--- src/rtl/stepper_ctrl.sv ---
// Memory-mapped stepper motor controller: a 4-word register window sets the step period,
// starts and aborts moves, and reports status, while the controller drives the two coil pairs.
module stepper_ctrl #(
    parameter logic [11:0] BASE_ADDR  = 12'hF00,
    parameter int          PERIOD_MIN = 16
) (
    input  logic        clock,
    input  logic        reset,
    input  logic        wren,
    input  logic [11:0] address,
    input  logic [31:0] data,
    output logic [31:0] q,
    output logic [3:0]  phase,
    output logic        busy,
    output logic        done
);

    localparam logic [15:0] PMIN = 16'(PERIOD_MIN);

    typedef enum logic {IDLE, RUN} state_t;

    state_t      state, state_next;
    logic [15:0] period, remaining, timer, position;
    logic [1:0]  idx;
    logic        dir, enable;
    logic [11:0] offset;
    logic        wr_period, wr_move, wr_ctrl;
    logic        start, abort, step, finish;
    logic [31:0] rd_data;
    logic        unused_bits;

    assign offset      = address - BASE_ADDR;
    assign wr_period   = wren && (offset == 12'd0);
    assign wr_move     = wren && (offset == 12'd1);
    assign wr_ctrl     = wren && (offset == 12'd2);
    assign busy        = (state == RUN);
    assign unused_bits = ^data[30:16];

    // An abort from a CTRL write takes priority over any step due in the same cycle.
    always_comb begin
        state_next = state;
        start      = 1'b0;
        abort      = 1'b0;
        step       = 1'b0;
        finish     = 1'b0;
        case (state)
            IDLE: begin
                if (wr_move && enable && (data[15:0] != 16'd0)) begin
                    start      = 1'b1;
                    state_next = RUN;
                end
            end
            RUN: begin
                if (wr_ctrl && !data[0]) begin
                    abort      = 1'b1;
                    state_next = IDLE;
                end else if (timer == 16'd1) begin
                    step = 1'b1;
                    if (remaining == 16'd1) begin
                        finish     = 1'b1;
                        state_next = IDLE;
                    end
                end
            end
            default: state_next = IDLE;
        endcase
    end

    always_ff @(posedge clock) begin
        if (reset) begin
            state <= IDLE;
        end else begin
            state <= state_next;
        end
    end

    // The reload reads the period register as it stands, so a period written mid-move
    // only takes effect at the next reload.
    always_ff @(posedge clock) begin
        if (reset) begin
            period    <= PMIN;
            remaining <= 16'd0;
            timer     <= 16'd0;
            dir       <= 1'b0;
            enable    <= 1'b0;
            idx       <= 2'd0;
            position  <= 16'd0;
            done      <= 1'b0;
            q         <= 32'd0;
        end else begin
            done <= finish;
            q    <= rd_data;
            if (wr_period) begin
                period <= (data[15:0] < PMIN) ? PMIN : data[15:0];
            end
            if (wr_ctrl) begin
                enable <= data[0];
            end
            if (start) begin
                remaining <= data[15:0];
                dir       <= data[31];
                timer     <= period;
            end else if (abort) begin
                remaining <= 16'd0;
            end else if (state == RUN) begin
                if (step) begin
                    timer     <= period;
                    remaining <= remaining - 16'd1;
                    idx       <= dir ? idx - 2'd1 : idx + 2'd1;
                    position  <= dir ? position - 16'd1 : position + 16'd1;
                end else begin
                    timer <= timer - 16'd1;
                end
            end
        end
    end

    always_comb begin
        rd_data = 32'd0;
        case (offset)
            12'd0:   rd_data = {16'd0, period};
            12'd1:   rd_data = {16'd0, remaining};
            12'd2:   rd_data = {29'd0, busy, dir, enable};
            12'd3:   rd_data = {{16{position[15]}}, position};
            default: rd_data = 32'd0;
        endcase
    end

    always_comb begin
        phase = 4'b0000;
        if (enable) begin
            case (idx)
                2'd0: phase = 4'b1010;
                2'd1: phase = 4'b0110;
                2'd2: phase = 4'b0101;
                2'd3: phase = 4'b1001;
                default: phase = 4'b0000;
            endcase
        end
    end

endmodule

--- config.mk ---
export PLATFORM = sky130hd
export DESIGN_NAME = stepper_ctrl
export DESIGN_NICKNAME = d
export VERILOG_FILES = /design/src/rtl/stepper_ctrl.sv
export SDC_FILE = /design/constraint.sdc
export NUM_CORES = 1
export LEC_CHECK = 0
export CORE_UTILIZATION = 49
export DETAILED_ROUTE_END_ITERATION = 16
export GPL_TIMING_DRIVEN = 0
export PLACE_DENSITY = 0.77
export SLEW_MARGIN = 20
export SYNTH_ARGS = -nofsm -noshare
export SYNTH_HDL_FRONTEND = slang
export SYNTH_SLANG_ARGS = --single-unit
--- constraint.sdc ---
create_clock -name clock -period 3 [get_ports clock]
set_input_delay 0.6 -clock clock [delete_from_list [all_inputs] [get_ports clock]]
set_output_delay 0.6 -clock clock [all_outputs]
set_load 0.03 [all_outputs]
==> flow_metrics.py, run 1 <==
metrics = {
    "setup_path": {
        "timing_worst_setup_path_type": "in2reg",
        "critical_path.reg2reg.endpoint": "position[15]",
        "reg2reg_from": "dir",
        "critical_path.slowest_cell": "or4bb_1",
        "ff2ff_path_depth": 8,
        "timing.critical_path.arrival_ns": 3.26,
        "worst-endpoint-required_ns": 3.28,
        "crit_path_start_kind": "input pin",
        "critical_path_endpoint_category": "flop",
        "crit_chain": "clkdlybuf4s50_1 -> or4bb_1 -> o41a_4 -> nand3_2 -> clkbuf_4 -> buf_4 -> a31oi_1 -> o32ai_1",
        "cp.depth": 8,
        "path_max_fanout": 10,
        "count_of_buffer_and_inverter_cells_on_the_critical_path": 3,
        "worst_path_dominant_cell_family": "buffers and inverters",
        "worst_path_largest_cell_delay_ns": 0.64,
        "r2r_slack_ns": 0.18,
    },
    "cts": {
        "post_cts_hold_buffer_count": 0,
        "cts.path.max_buffers": 2,
        "clock_insertion_delay_worst_skew_ns": 0.37,
        "path_clk_slew_ns": 0.10,
        "cts_tree": "yes",
        "cts_root_buf": "clkbuf_8",
        "numCtsBuffers": 9,
        "cts.sink_count": 87,
        "ctsHtreeMaxLevel": 3,
    },
    "placed_design": {
        "placement.setup.worst_slack_ns": -0.662,
        "place_congestion": 0.951,
        "numPortBuffers": 69,
        "detailedPlacementHpwl_mm": 12.6,
    },
    "detailed_routing": {
        "detail_route.drc_violations": 0,
        "met3WireLength_mm": 1.57,
        "wirelength_mm": 17.0,
        "avgRoutedWirePerCell_um": 19.3,
        "final_antenna_net_count": 0,
        "routedLengthMet1_mm": 6.96,
        "top_layer_used": "met4",
        "route.met2.wl_mm": 7.59,
        "routed-via-count": 5474,
        "drt_first_pass_iters": 7,
        "detail_route.iter0.violations": 517,
        "via_per_inst": 6.21,
    },
    "logic_synthesis": {
        "yosys.cell_types.count": 66,
        "synth.top_cells.by_count": "87 x dfxtp_1, 67 x nor2_1, 64 x nand2_1, 57 x a21oi_1, 38 x o21ai_0",
        "syn_inst": 646,
        "yosysSeqAreaShare": 0.338,
        "synthTopCellsByArea": "dfxtp_1 34%, a21oi_1 5.5%, ha_1 5.3%",
        "mappedNetlistNets": 716,
        "postSynthAreaPerCell_um2": 7.97,
        "synth_largest_area_cell": "dfxtp_1",
        "synth_top_cell_area_share": 0.338,
        "synth.yosys.warnings": 0,
        "ys.flop_type": "dfxtp_1",
        "synth-async-reset-ratio": 0,
        "synth.most_common_cell": "dfxtp_1",
        "number_of_enable_flip_flop_cells_after_synthesis": 0,
        "synth.cell_area_um2": 5150,
        "synth_seq_cells": 87,
    },
    "run": {
        "cap_violations": 0,
    },
    "hold_path": {
        "worst_hold_startpoint": "timer[3]",
        "worst_hold_path.endpoint": "timer[3]",
        "hold_path.class": "reg2reg",
        "holdPathStages": 2,
    },
    "cells_and_area": {
        "antenna_cells": 0,
        "layout_cells_sized_above_1": 0.133,
        "nNetsFinal": 811,
        "area_taken_by_multi_input_logic_gates_um2": 3140,
        "seqCellArea_um2": 1750,
        "area_delta_synth_final_pct": 26.0,
        "n_fill_cell": 919,
        "utilization": 0.631,
    },
    "floorplan": {
        "fp-row-count": 37,
        "die_area_um2": 10900,
        "top_level_ports": 85,
        "die_w_um": 105,
        "start_util": 0.501,
        "die_height_um": 105,
        "floorplan.core_area_um2": 10300,
    },
    "global_routing": {
        "grtUsageTotal": 0.313,
        "first_global_vias": 5137,
        "wire_length_of_the_first_global_routing_pass_mm": 26.6,
        "grt_antenna_before_repair": 0,
        "globalRoute.totalOverflow": 0,
        "grt_start_max_net_pins": 20,
    },
    "power": {
        "ir_drop_uv": 290,
        "power.static_leakage_nw": 2.45,
        "p_per_area_nw_per_um2": 342,
        "finalPower_mw": 2.22,
    },
    "timing": {
        "fin_ws_ns": 0.0258,
        "final.setup_skew_ns": 0.00686,
        "hold-worst-slack_ns": 0.498,
        "tightestPinTransition_ns": 0.760,
        "final_period_minus_worst_setup_slack_ns": 2.97,
        "hold_viol_final": 0,
        "final.period_utilization": 0.991,
        "slew_violations": 0,
        "max_slew_margin": 0.490,
        "number_of_failing_setup_endpoints_in_the_final_timing_report": 0,
        "max_freq_mhz": 336,
    },
    "status": {
        "outcome": "finished, final reports clean",
    },
}
[final cells by class]
cell class,count,area share
sequential,87,0.269
timing repair buffer,86,0.128
clock inverter,7,0.0160
inverter,26,0.0150
multi-input combinational,483,0.485
clock buffer,9,0.0191
tap,136,0.0262
buffer,48,0.0424
[placed cells by master, fill, tap and decap left out, types with 8 or more instances in the layout]
cell              n
nand3b_1          9
clkdlybuf4s50_1  65
inv_1            25
nor3_1           25
buf_4            34
clkbuf_8          9
ha_1             22
dfxtp_1          86
nand2_1          63
mux2_2           14
a22oi_1          17
o21ai_0          36
nor2_1           66
clkbuf_1         22
a21oi_1          57
a211oi_1          8
nand3_1          17
[routing by layer]
| metal | global-route usage | vias to the layer above |
|---|---|---|
| met2 | 0.491 | 309 |
| met5 | 0 | - |
| met3 | 0.0649 | 67 |
| li1 | - | 2522 |
| met1 | 0.398 | 2576 |
| met4 | 0.180 | 0 |
[power breakdown]
group          internal (mW)  switching (mW)  leakage (nW)
Clock                  0.479           0.471         0.108
Sequential              1.15       0.0000318         0.701
Combinational         0.0531          0.0641          1.64
[kinds of logic after synthesis]
kind of cell | count (synthesis) | share of synthesized area
XOR/XNOR | 9 | 0.0153
AO/OA/AOI/OAI | 179 | 0.226
AND/OR/NAND/NOR | 251 | 0.243
flip-flops | 87 | 0.338
adder cells (fa/ha/maj) | 23 | 0.0573
multiplexers | 21 | 0.0515
buffers and inverters | 76 | 0.0683
[stage by stage]
| step | setup TNS [ns] | std cells | instance area [um^2] |
|---|---|---|---|
| 6_report | 0 | 882 | 6490 |
| 5_1_grt | -0.0625 | 882 | 6490 |
| 4_1_cts | -0.0515 | 872 | 6330 |
| 3_5_place_dp | -30.48 | 851 | 6010 |
| 3_3_place_gp | -30.91 | 851 | 6010 |
| 2_1_floorplan | 0 | 646 | 5150 |
[flip-flops by register name, indices dropped and copies added (netlist names)]
| name | cells |
|---|---|
| busy | 1 |
| dir | 1 |
| done | 1 |
| enable | 1 |
| idx | 2 |
| period | 16 |
| position | 16 |
| q | 17 |
| remaining | 16 |
| timer | 16 |
[timing repair]
item	4_1_cts	5_1_grt
pin swaps	3	8
resized for setup	11	31
buffers inserted	7	10
hold endpoints to repair	0	0
setup endpoints to repair	51	50
[worst max path at each step]
stage | slack [ns] | from | endpoint
2_1_floorplan | 0.14 | address[4] | timer[5]
3_3_place_gp | -0.66 | data[0] | position[4]
3_5_place_dp | -0.66 | data[0] | timer[13]
4_1_cts | -0.03 | data[0] | timer[13]
5_1_grt | -0.03 | address[10] | timer[14]
6_report | 0.03 | data[0] | timer[13]
[tightest hold or removal path, cell delays in order, from the launching register on]
cell and delay [ns]:
dfxtp_1 0.34, nand3_1 0.07, a21oi_1 0.05
(Power assumes the default switching activity.)
==> run 2: changes to the inputs <==
--- a/config.mk
+++ b/config.mk
@@ -5,10 +5,11 @@
 export SDC_FILE = /design/constraint.sdc
 export NUM_CORES = 1
 export LEC_CHECK = 0
+export CORE_MARGIN = 2
 export CORE_UTILIZATION = 49
 export DETAILED_ROUTE_END_ITERATION = 16
 export GPL_TIMING_DRIVEN = 0
-export PLACE_DENSITY = 0.77
+export PLACE_DENSITY = 0.8
 export SLEW_MARGIN = 20
 export SYNTH_ARGS = -nofsm -noshare
 export SYNTH_HDL_FRONTEND = slang
==> run 2 against run 1 <==
Worst setup slack improved by 0.029 ns. Combinational power rose by 4%. Cell count fell by 0.34%. Sequential share of layout area fell by 0.052 points. First-iteration DRC count rose by 11%. Die area rose by 3.9%. Sequential cell count did not move. Register-to-register slack barely moved. Non-clock buffer count fell by 3. Power rose by 4.3%. Via count fell by 0.71%. Largest power group unchanged.
==> flow_metrics.py, run 2 (synthesis gave the netlist of run 1 again) <==
metrics = {
    "setup_path": {
        "worst_path_dominant_cell_family": "buffers and inverters",
        "crit_path_start_kind": "input pin",
        "timing_worst_setup_path_type": "in2reg",
        "timing.critical_path.arrival_ns": 3.20,
        "critical_path.slowest_cell": "or4bb_4",
        "count_of_buffer_and_inverter_cells_on_the_critical_path": 3,
        "critical_path_endpoint_category": "flop",
        "crit_chain": "clkdlybuf4s50_1 -> or4bb_4 -> o41a_4 -> nand3_2 -> clkbuf_4 -> buf_4 -> nor3b_1 -> o211ai_1 -> nand3_1",
        "worst-endpoint-required_ns": 3.25,
        "path_max_fanout": 10,
        "worst_path_largest_cell_delay_ns": 0.63,
    },
    "cells_and_area": {
        "n_fill_cell": 921,
        "seqCellArea_um2": 1750,
        "layout_cells_sized_above_1": 0.131,
        "layout_commonest_cell": "dfxtp_1",
        "number_of_flip_flops_in_the_largest_register": 17,
        "fin_area_um2": 6500,
        "area_taken_by_multi_input_logic_gates_um2": 3150,
        "regMostFlops": "q",
        "antenna_cells": 0,
        "area_delta_synth_final_pct": 26.2,
        "layout_common_cells": "86 x dfxtp_1, 66 x nor2_1, 65 x clkdlybuf4s50_1",
        "nNetsFinal": 808,
    },
    "cts": {
        "post_cts_hold_buffer_count": 0,
        "path_clk_slew_ns": 0.10,
        "numCtsBuffers": 9,
        "cts_root_buf": "clkbuf_8",
        "clock_insertion_delay_worst_skew_ns": 0.37,
        "cts.sink_count": 87,
        "cts.path.max_buffers": 2,
        "cts_tree": "yes",
        "ctsHtreeMaxLevel": 3,
    },
    "floorplan": {
        "die_area_um2": 11300,
        "start_util": 0.501,
        "die_height_um": 107,
        "fp-row-count": 37,
        "top_level_ports": 85,
        "floorplan.core_area_um2": 10300,
        "die_w_um": 107,
    },
    "timing": {
        "max_slew_margin": 0.475,
        "hold_viol_final": 0,
        "final_period_minus_worst_setup_slack_ns": 2.95,
        "tightestPinTransition_ns": 0.788,
        "final.period_utilization": 0.982,
        "hold-worst-slack_ns": 0.491,
        "fin_ws_ns": 0.0548,
        "slew_violations": 0,
        "final.setup_skew_ns": 0.0102,
        "max_freq_mhz": 340,
        "number_of_failing_setup_endpoints_in_the_final_timing_report": 0,
    },
    "detailed_routing": {
        "via_per_inst": 6.18,
        "detail_route.drc_violations": 0,
        "final_antenna_net_count": 0,
        "detail_route.iter0.violations": 576,
        "wirelength_mm": 17.4,
        "routed-via-count": 5435,
        "avgRoutedWirePerCell_um": 19.8,
        "drt_first_pass_iters": 6,
    },
    "power": {
        "ir_drop_uv": 238,
        "power.static_leakage_nw": 2.45,
        "p_per_area_nw_per_um2": 356,
    },
    "global_routing": {
        "globalRoute.totalOverflow": 0,
        "grt_antenna_before_repair": 0,
        "wire_length_of_the_first_global_routing_pass_mm": 27.0,
        "grt_start_max_net_pins": 20,
        "first_global_vias": 5110,
        "grtUsageTotal": 0.308,
    },
    "hold_path": {
        "hold_path.class": "reg2reg",
    },
    "placed_design": {
        "placement.setup.worst_slack_ns": -0.639,
        "place_congestion": 0.973,
        "detailedPlacementHpwl_mm": 12.8,
        "numPortBuffers": 69,
        "place_area_um2": 6010,
    },
    "status": {
        "outcome": "finished, final reports clean",
    },
    "run": {
        "cap_violations": 0,
    },
}
## run 2: what timing repair did
item	4_1_cts	5_1_grt
setup endpoints to repair	54	50
buffers inserted	7	6
pin swaps	4	10
resized for setup	11	30
## run 2: area by class of cell
class / instances / share of cell area
Clock inverter: 7 / 0.0194
Clock buffer: 9 / 0.0191
Multi-Input combinational cell: 483 / 0.485
Inverter: 26 / 0.0150
Sequential cell: 87 / 0.268
Timing Repair Buffer: 82 / 0.125
Tap cell: 136 / 0.0262
Buffer: 49 / 0.0423
## run 2: power breakdown
part / leakage, nW / internal, mW / switching, mW
combinational: 1.63 / 0.0544 / 0.0675
clock: 0.122 / 0.565 / 0.474
sequential: 0.701 / 1.15 / 0.0000330
total: 2.45 / 1.77 / 0.542
## run 2: through the flow
step                      std cells  utilization  total power [mW]  TNS (ns)
final                           879        0.633              2.31         0
after global routing            879        0.633              2.38   -0.0440
after CTS                       873        0.618              2.31     -1.01
after detailed placement        851        0.585              1.30    -30.23
after global placement          851        0.585              1.29    -29.54
after floorplan                 646            -              1.22         0
## run 2: per-layer routing
layer	vias to the layer above	wire length (um)	GRT usage
li1	2516	-	-
met1	2539	7170	0.408
met2	337	7970	0.500
met3	43	1720	0.0595
met4	0	510	0.111
met5	-	0	0
## run 2: path summary, 6_finish.rpt
kind,slack (ns),to,start,cells after the start
setup reg to reg,0.19,remaining[8],timer[8],9
hold reg to reg,0.49,position[5],position[5],2
setup / recovery,0.05,position[14],data[0],9
hold / removal,0.49,position[5],position[5],2
## run 2: worst register-to-register path, cell delays in order (launching register included)
cell	delay (ns)
dfxtp_1	0.39
or4_1	0.64
nor4_2	0.33
and2_1	0.23
clkbuf_2	0.29
nor2_1	0.18
a21oi_4	0.26
buf_4	0.23
nand2_1	0.06
a21oi_1	0.13
